**src/rtl/fetch_unit.sv**
```systemverilog
// Instruction fetch and branch/halt sequencing for a 16-bit core.
// Alternates a memory-handshake fetch cycle with a single execute cycle that resolves the next PC.
module fetch_unit (
    input  logic        clk_i,
    input  logic        rst_i,
    output logic        imem_req_o,
    output logic [15:0] imem_addr_o,
    input  logic [15:0] imem_rdata_i,
    input  logic        imem_ack_i,
    output logic [15:0] inst_o,
    output logic        inst_valid_o,
    input  logic [3:0]  bs_i,
    input  logic [5:0]  off_i,
    input  logic        halt_i,
    input  logic        z_i,
    input  logic        n_i,
    output logic [15:0] pc_o,
    output logic        halted_o
);

    // One-hot so each status output is a flop bit, free of decode glitches.
    typedef enum logic [2:0] {
        StFetch  = 3'b001,
        StExec   = 3'b010,
        StHalted = 3'b100
    } state_e;

    localparam logic [3:0] BsBeq  = 4'b0000;
    localparam logic [3:0] BsBne  = 4'b0001;
    localparam logic [3:0] BsBgez = 4'b0010;
    localparam logic [3:0] BsBltz = 4'b0011;

    state_e      state_q;
    logic [15:0] pc_q;
    logic [15:0] pc_d;
    logic [15:0] inst_q;
    logic        taken;
    logic [15:0] off_bytes;

    always_comb begin
        taken = 1'b0;
        case (bs_i)
            BsBeq:   taken = z_i;
            BsBne:   taken = ~z_i;
            BsBgez:  taken = ~n_i;
            BsBltz:  taken = n_i;
            default: taken = 1'b0;
        endcase
    end

    // Offset is in instruction words; convert to a sign-extended byte offset.
    assign off_bytes = {{9{off_i[5]}}, off_i, 1'b0};

    always_comb begin
        pc_d = pc_q + 16'd2;
        if (taken) begin
            pc_d = pc_q + 16'd2 + off_bytes;
        end
    end

    always_ff @(posedge clk_i) begin
        if (rst_i) begin
            state_q <= StFetch;
            pc_q    <= 16'h0000;
            inst_q  <= 16'h0000;
        end else begin
            unique case (state_q)
                StFetch: begin
                    if (imem_ack_i) begin
                        inst_q  <= imem_rdata_i;
                        state_q <= StExec;
                    end
                end
                StExec: begin
                    if (halt_i) begin
                        state_q <= StHalted;
                    end else begin
                        pc_q    <= pc_d;
                        state_q <= StFetch;
                    end
                end
                StHalted: state_q <= StHalted;
                default:  state_q <= StFetch;
            endcase
        end
    end

    assign imem_req_o   = state_q[0];
    assign inst_valid_o = state_q[1];
    assign halted_o     = state_q[2];
    assign imem_addr_o  = pc_q;
    assign pc_o         = pc_q;
    assign inst_o       = inst_q;

endmodule

```
**config.mk**
```make
export PLATFORM = sky130hd
export DESIGN_NAME = fetch_unit
export DESIGN_NICKNAME = d
export VERILOG_FILES = /design/src/rtl/fetch_unit.sv
export SDC_FILE = /design/constraint.sdc
export NUM_CORES = 1
export LEC_CHECK = 0
export CAP_MARGIN = 20
export CORE_MARGIN = 3
export CORE_UTILIZATION = 30
export DETAILED_ROUTE_END_ITERATION = 6
export PLACE_DENSITY_LB_ADDON = 0.2
export SYNTH_ARGS = -nofsm -noshare
export SYNTH_HDL_FRONTEND = slang
export SYNTH_SLANG_ARGS = --single-unit
```
**constraint.sdc**
```tcl
create_clock -name clk_i -period 7.1 [get_ports clk_i]
set_input_delay 1.065 -clock clk_i [delete_from_list [all_inputs] [get_ports clk_i]]
set_output_delay 1.065 -clock clk_i [all_outputs]
set_load 0.02 [all_outputs]
```
==> flow_metrics.tcl <==
set metrics [dict create \
    antennaDiodeCount 0 \
    ctsResizeCount 0 \
    synth_area_leaders "dfxtp_1 (28%), ha_1 (9.6%), nand2_1 (8.3%)" \
    io_pins 83 \
    root_buffer "clkbuf_8" \
    globalRouteTotalUtil 0.140 \
    ant_nets 0 \
    fp.dieArea_mm2 0.00938 \
    syn-mean-instance-area_um2 7.73 \
    critPathLaunchType "input port" \
    endpoint_kind "register" \
    crit_arrival_ps 3980 \
    grt_pass1_vias 2216 \
    antenna_found_initial 0 \
    netlist_area_mm2 0.00247 \
    pwr-share-seq 0.467 \
    power_per_cell_area_mw_per_mm2 131 \
    wl_per_cell_um 14.1 \
    synth_top_area_share 0.275 \
    min-delay-start "inst_o[15]$_SDFFE_PP0P_" \
    hold_viol 0 \
    p_switching_w 0.000126 \
    route.vias.total 2405 \
    io_buffer_count 80 \
    cts_buffers 5 \
    yosys.area.top_type "dfxtp_1" \
    utilization 0.424 \
    insertion_delay_ps 280 \
    drive_gt1_frac 0.0526 \
    fmax_ghz 0.262 \
    period_share 0.537 \
    r2r_cells 13 \
    reg2reg_slack_ps 3480 \
    setup_violations 0 \
    drt_wl_total_mm 6.79 \
    yosysUniqueCellTypes 51 \
    drc_errors 0 \
    min_path_type "reg -> reg" \
    hold_buffers 0 \
    ir_drop_v 0.0000629 \
    whs_path_depth 2 \
    postSynth.asyncResetShare 0 \
    ys_warn_count 0 \
    combPwrFrac 0.227 \
    timing.rr.end "imem_addr_o[15]$_SDFFE_PP0P_" \
    grt_pass1_wl_mm 11.0 \
    netlist_instances 320 \
    maxCapViolCount 0 \
    synth_seq_cells 34 \
    status "completed" \
    cp_max_fo 17 \
    grt_max_degree 32 \
    nFillCells 806 \
    cts_max_path_buffers 2 \
    r2r_start "imem_addr_o[3]$_SDFFE_PP0P_" \
    critPathKind "in -> reg" \
    p_int_w 0.000311 \
    setup_tns_ps 0 \
    final_nets 432 \
    swShare 0.288 \
    dr.pass1.iters 4 \
    min_to "inst_o[15]$_SDFFE_PP0P_" \
    core_area_mm2 0.00785 \
    period_minus_slack_ps 3810 \
    yosys.cell_count.top_type "nand2_1" \
    rsz0062_at_grt "no" \
    cp_slowest_cell "clkdlybuf4s50_1" \
    cts_max_level 2 \
    grt-ovfl-total 0 \
    p_clk_frac 0.307 \
    skew_ps 6.67 \
    drt_iter0_drc 144 \
    vias_per_cell 4.99 \
    gp_congestion 0.823 \
    synth_edf_count 0 \
    netlist_top_cells_count "nand2_1 (55), dfxtp_1 (34), a21oi_1 (32)" \
    synth-main-ff-cell "dfxtp_1" \
    initial_core_util 0.315 \
    drv_slew 0 \
    die_x_um 96.8 \
    tightest_slew_ps 780 \
    die_h_um 96.8 \
    hpwl_mm 5.12 \
    clock_sinks 34 \
    critPathTopFamily "compound AO/OA/AOI/OAI gates" \
    clk_pin_slew_ps 70 \
    max_slew_margin 0.478 \
    std_cell_rows 32 \
    synthToLayoutAreaGrowth_pct 34.6 \
    cellLeakagePower_nw 1.28 \
    crit_chain "clkdlybuf4s50_1, ha_1, a21o_1, a31oi_1, or3_1, nor3_2, a221o_2, a221oi_2, mux2_4" \
    crit_required_ps 7270 \
    cts_setup_buffers 0 \
    max_stage_delay_ps 910 \
    cts_tree "done" \
    yosysSeqAreaShare 0.275 \
    path_buf_inv 1 \
]
[cell type report]
| class | count | area [um^2] | share of cell area |
|---|---|---|---|
| clock inverter | 2 | 10.0 | 0.00301 |
| multi-input combinational | 250 | 1600 | 0.481 |
| clock buffer | 5 | 68.8 | 0.0207 |
| timing repair buffer | 82 | 816 | 0.245 |
| sequential | 34 | 681 | 0.204 |
| inverter | 7 | 26.3 | 0.00789 |
| tap | 102 | 128 | 0.0383 |
[state kept, by name, summed over array words and instances, names as in the netlist]
| register | count |
|---|---|
| inst_o | 16 |
| imem_addr_o | 15 |
| state_q | 3 |
[tightest hold or removal path, delay by kind of cell (launching register included)]
| kind | cells | cell delay (ps) |
|---|---|---|
| compound gates | 1 | 50 |
| flops | 1 | 310 |
| simple gates | 1 | 50 |
[layout by cell type, fill, tap and decap left out, types with 3 or more instances in the layout]
master / synthesis / layout
dfxtp_1: 34 / 34
nand4_1: 6 / 6
and4_1: 5 / 5
clkdlybuf4s50_1: 0 / 80
and3_1: 5 / 5
nand3_1: 9 / 9
nor3_1: 5 / 5
ha_1: 19 / 19
clkbuf_8: 0 / 5
xnor2_1: 16 / 16
nor2b_1: 4 / 4
xor2_1: 5 / 5
o21a_1: 3 / 3
nand2_1: 55 / 55
inv_1: 6 / 6
a31oi_1: 6 / 6
a21o_1: 5 / 5
nor2_1: 17 / 17
or3_1: 4 / 4
o21ai_0: 15 / 15
a21oi_1: 32 / 32
[logic make-up after synthesis]
logic type / Yosys count / synth area share
adder cells (fa/ha/maj): 20 / 0.104
multiplexers: 3 / 0.0142
other: 1 / 0.00152
buffers and inverters: 37 / 0.0819
XOR/XNOR: 21 / 0.0743
AND/OR/NAND/NOR: 124 / 0.248
flip-flops: 34 / 0.275
AO/OA/AOI/OAI: 80 / 0.201
[power groups by stage]
stage	registers, W	clock network, W	logic [W]
final	0.000204	0.000134	0.0000991
after global routing	0.000205	0.000147	0.000108
after CTS	0.000204	0.000140	0.000100
after detailed placement	0.000208	0	0.0000998
after global placement	0.000208	0	0.0000994
after floorplan	0.000217	0	0.0000460
[worst max-delay path by stage]
stage | from | to | slack (ps) | cells past startpoint
3_3_place_gp | off_i[5] | imem_addr_o[15]$_SDFFE_PP0P_ | 3100 | 9
6_report | off_i[5] | imem_addr_o[15]$_SDFFE_PP0P_ | 3290 | 9
3_5_place_dp | off_i[5] | imem_addr_o[15]$_SDFFE_PP0P_ | 3010 | 9
2_1_floorplan | imem_addr_o[3]$_SDFFE_PP0P_ | imem_addr_o[15]$_SDFFE_PP0P_ | 3730 | 13
4_1_cts | off_i[5] | imem_addr_o[15]$_SDFFE_PP0P_ | 3310 | 9
5_1_grt | off_i[5] | imem_addr_o[14]$_SDFFE_PP0P_ | 3110 | 9
[routing by layer]
| layer | share of wire | routed length [um] | vias up | global-route usage |
|---|---|---|---|---|
| met5 | 0 | 0 | - | 0 |
| met1 | 0.48 | 3250 | 1084 | 0.188 |
| met2 | 0.46 | 3100 | 67 | 0.223 |
| li1 | - | - | 1246 | - |
| met3 | 0.050 | 337 | 8 | 0.0260 |
| met4 | 0.015 | 104 | 0 | 0.0475 |
[per-stage QoR]
step	hold slack [ps]	instance area, um^2	instances	worst slack, ps	power [W]
detailed placement	447	3250	475	3010	0.000308
global placement	442	3250	475	3100	0.000307
floorplan	535	2480	321	3730	0.000263
finish	456	3330	482	3290	0.000437
global route	469	3330	482	3110	0.000460
CTS	457	3330	482	3310	0.000444
(Power assumes the default switching activity.)
